[config.mk]
export PLATFORM = sky130hd
export DESIGN_NAME = hazard_ctrl
export DESIGN_NICKNAME = d
export VERILOG_FILES = /design/src/rtl/hazard_ctrl.sv
export SDC_FILE = /design/constraint.sdc
export NUM_CORES = 1
export LEC_CHECK = 0
export CORE_MARGIN = 8
export CORE_UTILIZATION = 29
export CTS_CLUSTER_DIAMETER = 200
export DETAILED_ROUTE_END_ITERATION = 12
export PLACE_DENSITY = 0.77
export SETUP_SLACK_MARGIN = 0.05
export SLEW_MARGIN = 40
export SYNTH_ARGS = -nofsm -noshare
export SYNTH_HDL_FRONTEND = slang
export SYNTH_SLANG_ARGS = --single-unit
[constraint.sdc]
create_clock -name clk -period 1.7 [get_ports clk]
set_input_delay 0.34 -clock clk [delete_from_list [all_inputs] [get_ports clk]]
set_output_delay 0.34 -clock clk [all_outputs]
set_load 0.005 [all_outputs]
[src/rtl/hazard_ctrl.sv]
// Pipeline hazard controller for the 5-stage RV32 core: stall/flush/forward control plus data-memory wait FSM.
// Latency: stall/flush/forward outputs are combinational; FSM state and stallCount update on posedge clk.
// Backpressure: memory wait freezes all four pipeline registers until memAckM, or forever once timed out (memErr).
// Optional feature: define HAZARD_PERF_CNT_EN to build the saturating stallCount counter (tied to 0 otherwise).
module hazard_ctrl #(
  parameter int TIMEOUT = 16,
  parameter int CNT_W   = 32
) (
  input  logic             clk,
  input  logic             rst,
  input  logic [4:0]       Rs1D,
  input  logic [4:0]       Rs2D,
  input  logic [4:0]       Rs1E,
  input  logic [4:0]       Rs2E,
  input  logic [4:0]       RdE,
  input  logic [4:0]       RdM,
  input  logic [4:0]       RdW,
  input  logic             regWriteM,
  input  logic             regWriteW,
  input  logic [1:0]       resultSrcE,
  input  logic             pcSrcE,
  input  logic             memReqM,
  input  logic             memAckM,
  output logic             stallF,
  output logic             stallD,
  output logic             stallE,
  output logic             stallM,
  output logic             flushD,
  output logic             flushE,
  output logic [1:0]       forwardAE,
  output logic [1:0]       forwardBE,
  output logic             memErr,
  output logic [CNT_W-1:0] stallCount
);

  localparam int WCNT_W = (TIMEOUT > 1) ? $clog2(TIMEOUT) : 1;
  localparam logic [WCNT_W-1:0] WCNT_LAST = WCNT_W'(TIMEOUT - 1);

  typedef enum logic [1:0] {
    S_IDLE = 2'b00,
    S_WAIT = 2'b01,
    S_ERR  = 2'b10
  } state_t;

  state_t            r_state;
  state_t            w_state_nxt;
  logic [WCNT_W-1:0] r_wcnt;
  logic [WCNT_W-1:0] w_wcnt_nxt;
  logic              w_mem_stall;
  logic              w_lw_stall;

  // Memory FSM state and wait counter registers.
  always_ff @(posedge clk or negedge rst) begin
    if (!rst) begin
      r_state <= S_IDLE;
      r_wcnt  <= '0;
    end else begin
      r_state <= w_state_nxt;
      r_wcnt  <= w_wcnt_nxt;
    end
  end

  // Next-state logic and memory stall decode; a dropped request in WAIT still counts toward timeout.
  always_comb begin
    w_state_nxt = r_state;
    w_wcnt_nxt  = r_wcnt;
    w_mem_stall = 1'b0;
    case (r_state)
      S_IDLE: begin
        if (memReqM && !memAckM) begin
          w_state_nxt = S_WAIT;
          w_wcnt_nxt  = '0;
          w_mem_stall = 1'b1;
        end
      end
      S_WAIT: begin
        if (memAckM) begin
          w_state_nxt = S_IDLE;
        end else begin
          w_mem_stall = 1'b1;
          if (r_wcnt == WCNT_LAST) begin
            w_state_nxt = S_ERR;
          end else begin
            w_wcnt_nxt = r_wcnt + WCNT_W'(1);
          end
        end
      end
      S_ERR: begin
        w_mem_stall = 1'b1;
      end
      default: begin
        w_state_nxt = S_IDLE;
      end
    endcase
  end

  assign memErr     = (r_state == S_ERR);
  assign w_lw_stall = (resultSrcE == 2'b01) && (RdE != 5'd0) && ((RdE == Rs1D) || (RdE == Rs2D));

  // Stall/flush priority: reset clears, memory freeze, taken branch squashes, then load-use bubble.
  always_comb begin
    stallF = 1'b0;
    stallD = 1'b0;
    stallE = 1'b0;
    stallM = 1'b0;
    flushD = 1'b0;
    flushE = 1'b0;
    if (!rst) begin
      flushD = 1'b1;
      flushE = 1'b1;
    end else if (w_mem_stall) begin
      stallF = 1'b1;
      stallD = 1'b1;
      stallE = 1'b1;
      stallM = 1'b1;
    end else if (pcSrcE) begin
      flushD = 1'b1;
      flushE = 1'b1;
    end else if (w_lw_stall) begin
      stallF = 1'b1;
      stallD = 1'b1;
      flushE = 1'b1;
    end
  end

  // EX operand forwarding, MEM result preferred over WB; forced to the register file during reset.
  always_comb begin
    forwardAE = 2'b00;
    forwardBE = 2'b00;
    if (rst) begin
      if (regWriteM && (RdM != 5'd0) && (RdM == Rs1E))      forwardAE = 2'b10;
      else if (regWriteW && (RdW != 5'd0) && (RdW == Rs1E)) forwardAE = 2'b01;
      if (regWriteM && (RdM != 5'd0) && (RdM == Rs2E))      forwardBE = 2'b10;
      else if (regWriteW && (RdW != 5'd0) && (RdW == Rs2E)) forwardBE = 2'b01;
    end
  end

`ifdef HAZARD_PERF_CNT_EN
  logic [CNT_W-1:0] r_stall_cnt;

  // Count fetch-stall cycles, holding at all-ones instead of wrapping.
  always_ff @(posedge clk or negedge rst) begin
    if (!rst) begin
      r_stall_cnt <= '0;
    end else if (stallF && (r_stall_cnt != {CNT_W{1'b1}})) begin
      r_stall_cnt <= r_stall_cnt + CNT_W'(1);
    end
  end

  assign stallCount = r_stall_cnt;
`else
  assign stallCount = '0;
`endif

endmodule

==> results of run 1 <==
==> cell usage in the layout (no fill, tap or decap), types with 5 or more instances in the layout <==
cell           Yosys  final
buf_6              0     12
dfrtp_1            6      6
xor2_1            24     24
conb_1             1     32
nand2_1            9      8
dlygate4sd2_1      0     13
nand3_1            5      5
buf_4             34     28
clkbuf_2           0     13
xnor2_1            6      6
buf_2              1     13
==> critical path, cell delays in order <==
cell     delay, ps
buf_6           90
or4_4          540
o21ai_4        190
nor4_4          50
buf_4          140
nor4_2         110
buf_2          150
==> cell type report <==
type / count / area [sq um]
Fill cell: 324 / 1600
Multi-Input combinational cell: 119 / 860
Timing Repair Buffer: 88 / 689
Sequential cell: 6 / 150
Tap cell: 46 / 57.6
Clock buffer: 3 / 22.5
Inverter: 2 / 7.51
==> cell families after synthesis <==
group | after synthesis | synth area share
AND/OR/NAND/NOR | 37 | 0.202
flip-flops | 6 | 0.145
AO/OA/AOI/OAI | 19 | 0.122
buffers and inverters | 37 | 0.259
adder cells (fa/ha/maj) | 1 | 0.0121
XOR/XNOR | 30 | 0.255
other | 1 | 0.00363
==> layer usage <==
metal | track usage | routed length [um] | up-vias
met5 | 0 | 0 | -
li1 | - | - | 562
met3 | 0.0303 | 295 | 2
met2 | 0.231 | 2110 | 46
met4 | 0.0405 | 21 | 0
met1 | 0.123 | 1350 | 505
==> worst max path at each step <==
stage               start           end  cells after the start
2_1_floorplan  r_state[1]        stallF                      5
3_3_place_gp       RdW[0]  forwardBE[0]                      6
3_5_place_dp       RdW[3]  forwardBE[0]                      5
4_1_cts            RdM[3]  forwardBE[0]                      7
5_1_grt            RdM[3]  forwardAE[0]                      7
6_report           RdM[3]  forwardBE[0]                      7
==> registers in the layout (all words and copies together) (netlist names) <==
name and flops:
r_wcnt 4, r_state 2
==> power breakdown <==
group | switching, W | internal (W)
combinational | 0.000168 | 0.000186
clock | 0.0000505 | 0.0000798
sequential | 0.0000144 | 0.000156
total | 0.000233 | 0.000422
==> synth_stat cells, drive strengths merged, types with 2 or more instances <==
library cell	instances
nand3	5
a22o	3
dfrtp	6
or4	5
o21ai	7
o211ai	2
xor2	24
xnor2	6
nor2	4
nor3	4
a21oi	3
o31ai	2
nor4	4
inv	2
nand2	9
buf	35
and2	2
==> per-stage QoR <==
stage / worst slack [ps] / hold WS [ps] / util / total power, W / TNS, ps
2_1_floorplan: 48.2 / 44.4 / - / 0.000353 / 0
3_3_place_gp: -972 / 549 / 0.485 / 0.000494 / -7990
3_5_place_dp: -984 / 553 / 0.485 / 0.000499 / -8150
4_1_cts: -419 / 264 / 0.523 / 0.000648 / -2270
5_1_grt: -332 / 270 / 0.527 / 0.000711 / -2680
6_report: -254 / 276 / 0.527 / 0.000655 / -1960
==> what timing repair did <==
item	in CTS	in global routing
setup endpoints to repair	11	10
gates cloned	0	0
pin swaps	24	21
resized for setup	133	42
setup buffers	14	6
==> metrics.csv, run 1 <==
stage,metric,value,unit
sta,post-route setup slack,-254,ps
place,PortBufs,54,
synth,Ys Warns,0,
sta,final hold vios,0,
pwr,leakage power,0.924,nW
route,Vias,1115,
cells_and_area,layout cells sized above 1,0.413,
synth,"FFs w/ async S/R, synth",1.00,
synth,Post-synth EDFFs,0,
run,max_cap viols,0,
synth,Post-Syn Area,0.00103,sq mm
synth,Yosys reg bits,6,
pwr,pwr/cell area,366,mW/mm^2
critical_path,worst r2r src,r_state[1],
sta,RSZ-0062 raised after global routing,yes,
place,Placed Area,0.00164,sq mm
critical_path,CP Data Arrival Time,1610,ps
die,DIE WIDTH,75.7,um
route,DR pass1 iterations,4,
die,floorplan row count,21,
synth,"Seq/Total Area, Yosys",0.145,
clock_network,CTS Buf Count,3,
critical_path,flop-to-flop setup slack,150,ps
route,Post-route DRC,0,
cells_and_area,ANT cells,0,
sta,Layout Skew,6.92,ps
place,post-placement cell count,247,
clock_network,H-Tree Level Count,1,
die,num ports,87,
clock_network,CTS tree,done,
critical_path,worst-path fanout max,2,
global_routing,Overflow after GRT,0,
clock_network,Clock Tree Buf Depth,2,
synth,post-synth top area share,0.247,
die,Starting Density,0.305,
outcome,status,finished with violations,
synth,Unique masters post-synth,28,
global_routing,wire length of the first global-routing pass,5.21,mm
die,area of the core,0.00339,sq mm
sta,fmax,512,MHz
cells_and_area,fin area,0.00179,sq mm
synth,Synth area leaders,"buf_4 (25%), xor2_1 (20%), dfrtp_1 (15%), xnor2_1 (5.1%), or4_1 (3.6%)",
sta,Slew Limit Headroom,0.662,
place,hpwl dp,2.91,mm
synth,Syn Area/Cell,7.88,sq um
synth,post-synth top area cell,buf_4,
route,Via density,4.22,
cells_and_area,fin cells,264,
global_routing,initial antenna violation count,0,
outcome,failing checks,negative setup slack,
critical_path,worst path required time,1360,ps
sta,Final min period,1950,ps
die,die span in y,75.7,um
cells_and_area,synth-to-layout area growth,73.1,%
clock_network,Clock Root Buffer,clkbuf_4,
route,final WL,3.78,mm
critical_path,CP Class,input pin to output pin,
global_routing,vias in the first global route,1130,
cells_and_area,NumNets Final,265,
place,GPL Wtd Cong,0.871,
critical_path,Reg2Reg Depth,7,
clock_network,clk slew on worst S/H paths,50,ps
sta,Worst Tran Pin Value,502,ps
clock_network,Sinks on Clock Net,6,
synth,prevailing post-synth register cell,dfrtp_1,
pwr,VDD IR max,0.000401,V
sta,final worst-path cycle share,1.15,
route,Final ANT Viol Nets,0,
route,initial DRC count,25,
critical_path,Critical Path End Type,output pin,
critical_path,Startpoint Class,input pin,
global_routing,pin count of the biggest net entering global routing,8,
die,die area,0.00572,sq mm
route,routed length per placed instance,14.3,um
clock_network,clk_lat worst skew,250,ps
global_routing,Total Routing Usage GR,0.121,
clock_network,# hold bufs at CTS,0,
sta,Slew Limit Fails,0,
critical_path,worst reg2reg endpoint,r_wcnt[3],
sta,final setup fails,10,
min_path,Hold Path Class,input pin to asynchronous set/reset pin,
synth,Cells after Synth,131,
Power figures use the tool's default switching activity.
==> run 2, diff against run 1 <==
--- a/config.mk
+++ b/config.mk
@@ -15,3 +15,4 @@
 export SYNTH_ARGS = -nofsm -noshare
 export SYNTH_HDL_FRONTEND = slang
 export SYNTH_SLANG_ARGS = --single-unit
+export TNS_END_PERCENT = 1
==> metrics.csv, run 2 (synthesis gave the netlist of run 1 again) <==
stage,metric,value,unit
pwr,VDD IR max,0.000333,V
sta,post-route setup slack,-324,ps
route,routed length per placed instance,13.3,um
cells_and_area,fin area,0.00180,sq mm
sta,final setup fails,10,
sta,Layout Skew,0.912,ps
place,hpwl dp,2.82,mm
route,DR pass1 iterations,4,
cells_and_area,layout cells sized above 1,0.374,
global_routing,Total Routing Usage GR,0.119,
place,post-placement cell count,252,
critical_path,worst path required time,1360,ps
clock_network,CTS Buf Count,3,
cells_and_area,synth-to-layout area growth,73.9,%
die,area of the core,0.00339,sq mm
die,Starting Density,0.305,
critical_path,worst-path fanout max,2,
critical_path,CP Data Arrival Time,1680,ps
cells_and_area,ANT cells,0,
sta,Final min period,2020,ps
pwr,pwr/cell area,370,mW/mm^2
outcome,status,finished with violations,
sta,RSZ-0062 raised after global routing,yes,
sta,Slew Limit Fails,0,
pwr,switching portion of total power,0.349,
die,die area,0.00572,sq mm
clock_network,CTS tree,done,
place,Placed Area,0.00168,sq mm
clock_network,# hold bufs at CTS,0,
cells_and_area,most frequent cells in the layout,"conb_1 (32), buf_4 (30), xor2_1 (24), dlygate4sd2_1 (16), clkdlybuf4s50_1 (11)",
die,num ports,87,
pwr,Reg power frac,0.257,
route,Vias,1129,
global_routing,pin count of the biggest net entering global routing,8,
critical_path,CP Class,input pin to output pin,
sta,final hold vios,0,
pwr,leakage power,0.911,nW
cells_and_area,Largest register FFs,4,
global_routing,wire length of the first global-routing pass,5.24,mm
pwr,Pint,0.000433,W
global_routing,Overflow after GRT,0,
die,floorplan row count,21,
global_routing,initial antenna violation count,0,
route,final WL,3.53,mm
cells_and_area,register name with the most flops,r_wcnt,
clock_network,Clock Root Buffer,clkbuf_4,
outcome,failing checks,negative setup slack,
critical_path,Reg2Reg Depth,5,
place,PortBufs,54,
pwr,clock share of power,0.205,
pwr,Switch Pwr,0.000232,W
clock_network,clk slew on worst S/H paths,50,ps
sta,final worst-path cycle share,1.19,
sta,Setup TNS Final,-2170,ps
clock_network,Clock Tree Buf Depth,2,
route,Via density,4.26,
sta,fmax,494,MHz
cells_and_area,"leading cell type in the layout, fill and taps excluded",conb_1,
pwr,Comb pwr share,0.538,
route,Final ANT Viol Nets,0,
clock_network,clk_lat worst skew,250,ps
cells_and_area,fin cells,265,
place,GPL Wtd Cong,0.887,
cells_and_area,biggest regs,"r_wcnt (4), r_state (2)",
route,initial DRC count,27,
critical_path,Startpoint Class,input pin,
route,Post-route DRC,0,
clock_network,H-Tree Level Count,1,
cells_and_area,NumNets Final,266,
die,DIE WIDTH,75.7,um
global_routing,vias in the first global route,1100,
run,max_cap viols,0,
die,die span in y,75.7,um
min_path,Hold Path Class,input pin to asynchronous set/reset pin,
clock_network,Sinks on Clock Net,6,
critical_path,Critical Path End Type,output pin,
run 2: cell types whose count changed in the layout (fill, tap and decap cells not counted), sizes merged:
cell	change
clkbuf	-3
clkdlybuf4s15	+1
dlygate4sd2	+3
buf	-6
dlymetal6s2s	-2
clkdlybuf4s50	+8
run 2: metal layers:
layer  routed length [um]  vias up  part of all wire  GRT usage
met2                 1900       48              0.54      0.216
met5                    0        -                 0          0
met4                   14        0            0.0040     0.0192
met1                 1280      512              0.36      0.136
li1                     -      564                 -          -
met3                  340        5             0.096     0.0329
run 2: final timing paths:
check,slack (ps),start,endpoint
worst max-delay path,-320,Rs2E[3],forwardBE[0]
worst min-delay path,150,rst,r_wcnt[0]
worst max register to register,270,r_wcnt[0],r_wcnt[3]
worst min register to register,570,r_wcnt[1],r_wcnt[1]
max in group asynchronous,1420,rst,r_wcnt[2]
min in group clk,570,r_wcnt[1],r_wcnt[1]
run 2: final cells by class:
| type | count | area, sq um |
|---|---|---|
| fill | 317 | 1590 |
| multi-input combinational | 119 | 841 |
| timing repair buffer | 89 | 717 |
| sequential | 6 | 150 |
| tap | 46 | 57.6 |
| clock buffer | 3 | 22.5 |
| inverter | 2 | 7.51 |
run 2: power by group through the flow:
| stage | combinational (W) | clock (W) | sequential, W |
|---|---|---|---|
| 2_1_floorplan | 0.000184 | 0 | 0.000169 |
| 3_3_place_gp | 0.000328 | 0 | 0.000172 |
| 3_5_place_dp | 0.000334 | 0 | 0.000172 |
| 4_1_cts | 0.000340 | 0.000143 | 0.000170 |
| 5_1_grt | 0.000397 | 0.000148 | 0.000173 |
| 6_report | 0.000358 | 0.000136 | 0.000171 |
run 2: metrics by stage:
| step | total power, W | setup slack (ps) | hold slack [ps] | utilization |
|---|---|---|---|---|
| after global placement | 0.000500 | -1050 | 547 | 0.496 |
| after CTS | 0.000654 | -390 | 535 | 0.522 |
| after floorplan | 0.000353 | 34.7 | 44.4 | - |
| after detailed placement | 0.000506 | -1110 | 556 | 0.496 |
| final | 0.000665 | -324 | 154 | 0.530 |
| after global routing | 0.000718 | -404 | 183 | 0.530 |
run 2: timing repair:
| item | CTS | global route |
|---|---|---|
| setup buffers | 6 | 4 |
| gates cloned | 0 | 0 |
| resized for setup | 101 | 29 |
| hold endpoints to repair | 0 | 0 |
| endpoints found under the setup margin | 11 | 10 |
| pin swaps | 23 | 11 |
run 2: worst max-delay path, stage by stage:
cell           delay [ps]
dlygate4sd2_1         250
xor2_1                140
or4_4                 530
nor4_2                270
buf_2                 160
==> run 3, diff against run 2 <==
--- a/config.mk
+++ b/config.mk
@@ -10,6 +10,7 @@
 export CTS_CLUSTER_DIAMETER = 200
 export DETAILED_ROUTE_END_ITERATION = 12
 export PLACE_DENSITY = 0.77
+export RECOVER_POWER = 100
 export SETUP_SLACK_MARGIN = 0.05
 export SLEW_MARGIN = 40
 export SYNTH_ARGS = -nofsm -noshare
==> metrics.csv, run 3 (synthesis gave the netlist of run 1 again) <==
stage,metric,value,unit
global_routing,wire length of the first global-routing pass,5.24,mm
place,GPL Wtd Cong,0.887,
sta,Final min period,2030,ps
pwr,leakage power,0.893,nW
route,initial DRC count,29,
clock_network,CTS Buf Count,3,
cells_and_area,most frequent cells in the layout,"conb_1 (32), buf_4 (29), xor2_1 (24), dlygate4sd2_1 (16), clkdlybuf4s50_1 (11)",
pwr,VDD IR max,0.000334,V
global_routing,initial antenna violation count,0,
die,num ports,87,
route,Vias,1128,
cells_and_area,ANT cells,0,
cells_and_area,fin area,0.00178,sq mm
route,DR pass1 iterations,4,
place,hpwl dp,2.82,mm
die,Starting Density,0.305,
pwr,pwr/cell area,372,mW/mm^2
clock_network,Sinks on Clock Net,6,
die,DIE WIDTH,75.7,um
critical_path,worst-path fanout max,2,
sta,fmax,493,MHz
place,PortBufs,54,
sta,Layout Skew,0.939,ps
cells_and_area,register name with the most flops,r_wcnt,
clock_network,Clock Tree Buf Depth,2,
sta,final setup fails,10,
cells_and_area,Largest register FFs,4,
critical_path,Startpoint Class,input pin,
sta,post-route setup slack,-330,ps
outcome,status,finished with violations,
sta,RSZ-0062 raised after global routing,yes,
clock_network,clk slew on worst S/H paths,50,ps
route,final WL,3.54,mm
die,die area,0.00572,sq mm
clock_network,CTS tree,done,
sta,Slew Limit Fails,0,
route,WL met3,341,um
route,Final ANT Viol Nets,0,
min_path,Hold Path Class,input pin to asynchronous set/reset pin,
global_routing,pin count of the biggest net entering global routing,8,
die,die span in y,75.7,um
die,area of the core,0.00339,sq mm
place,pre-CTS WS,-1110,ps
cells_and_area,biggest regs,"r_wcnt (4), r_state (2)",
sta,final hold vios,0,
clock_network,Clock Root Buffer,clkbuf_4,
critical_path,worst path required time,1360,ps
global_routing,Overflow after GRT,0,
sta,final worst-path cycle share,1.19,
route,routed length per placed instance,13.3,um
cells_and_area,NumNets Final,266,
clock_network,H-Tree Level Count,1,
die,floorplan row count,21,
clock_network,clk_lat worst skew,250,ps
outcome,failing checks,negative setup slack,
cells_and_area,"leading cell type in the layout, fill and taps excluded",conb_1,
run,max_cap viols,0,
critical_path,Critical Path End Type,output pin,
global_routing,vias in the first global route,1100,
critical_path,slowest CP cell,or4_4,
route,Metal-1 WL,1.28,mm
route,Via density,4.26,
critical_path,CP Cell Sequence,"clkdlybuf4s25_1, o211ai_1, buf_4, or4_4, nor4_2, buf_2",
place,Placed Area,0.00168,sq mm
cells_and_area,layout cells sized above 1,0.365,
critical_path,CP Data Arrival Time,1690,ps
route,Routed met2 length,1.90,mm
route,Top Metal Used,met4,
critical_path,crit-path max cell delay,410,ps
route,Post-route DRC,0,
global_routing,Total Routing Usage GR,0.119,
cells_and_area,synth-to-layout area growth,72.6,%
critical_path,CP Class,input pin to output pin,
-- run 3: metal layers --
metal,GRT usage,up-vias
met5,0,-
met4,0.0192,0
met3,0.0329,5
met2,0.216,48
met1,0.136,512
li1,-,563
-- run 3: through the flow --
step / cells / hold slack [ps] / TNS, ps / total power (W) / util
floorplan: 162 / 44.4 / 0 / 0.000353 / -
global placement: 252 / 547 / -8200 / 0.000500 / 0.496
detailed placement: 252 / 556 / -8340 / 0.000506 / 0.496
CTS: 261 / 535 / -2290 / 0.000654 / 0.522
global route: 265 / 578 / -3110 / 0.000715 / 0.526
finish: 265 / 484 / -2180 / 0.000662 / 0.526
-- run 3: final timing paths --
kind | endpoint | from | cells past startpoint | slack, ps
worst min register to register | r_wcnt[1] | r_wcnt[1] | 1 | 570
worst min-delay path | r_wcnt[0] | rst | 3 | 480
min in group clk | r_wcnt[1] | r_wcnt[1] | 1 | 570
worst max register to register | r_wcnt[3] | r_wcnt[0] | 5 | 270
worst max-delay path | forwardBE[0] | rst | 6 | -330
max in group asynchronous | r_wcnt[2] | rst | 3 | 920
-- run 3: worst max-delay path: cells and delay by family --
| kind | cells | cell delay, ps |
|---|---|---|
| AND/OR/NAND/NOR | 2 | 680 |
| buffers and inverters | 3 | 570 |
| AO/OA/AOI/OAI | 1 | 110 |
-- run 3: timing repair --
item                       CTS  global route
hold buffers                 0             0
setup buffers                6             4
pin swaps                   23            11
resized for setup          101            29
setup endpoints to repair   11            10
-- run 3: power breakdown --
group          leakage [nW]  total (W)  internal (W)  switching, W
clock                0.0138   0.000136     0.0000802     0.0000561
combinational         0.799   0.000355      0.000193      0.000162
sequential           0.0804   0.000171      0.000156     0.0000146
total                 0.893   0.000662      0.000430      0.000232
-- run 3: area by class of cell --
type	instances	area, sq um
timing repair buffer	89	703
sequential	6	150
clock buffer	3	22.5
fill	321	1610
multi-input combinational	119	841
inverter	2	7.51
tap	46	57.6
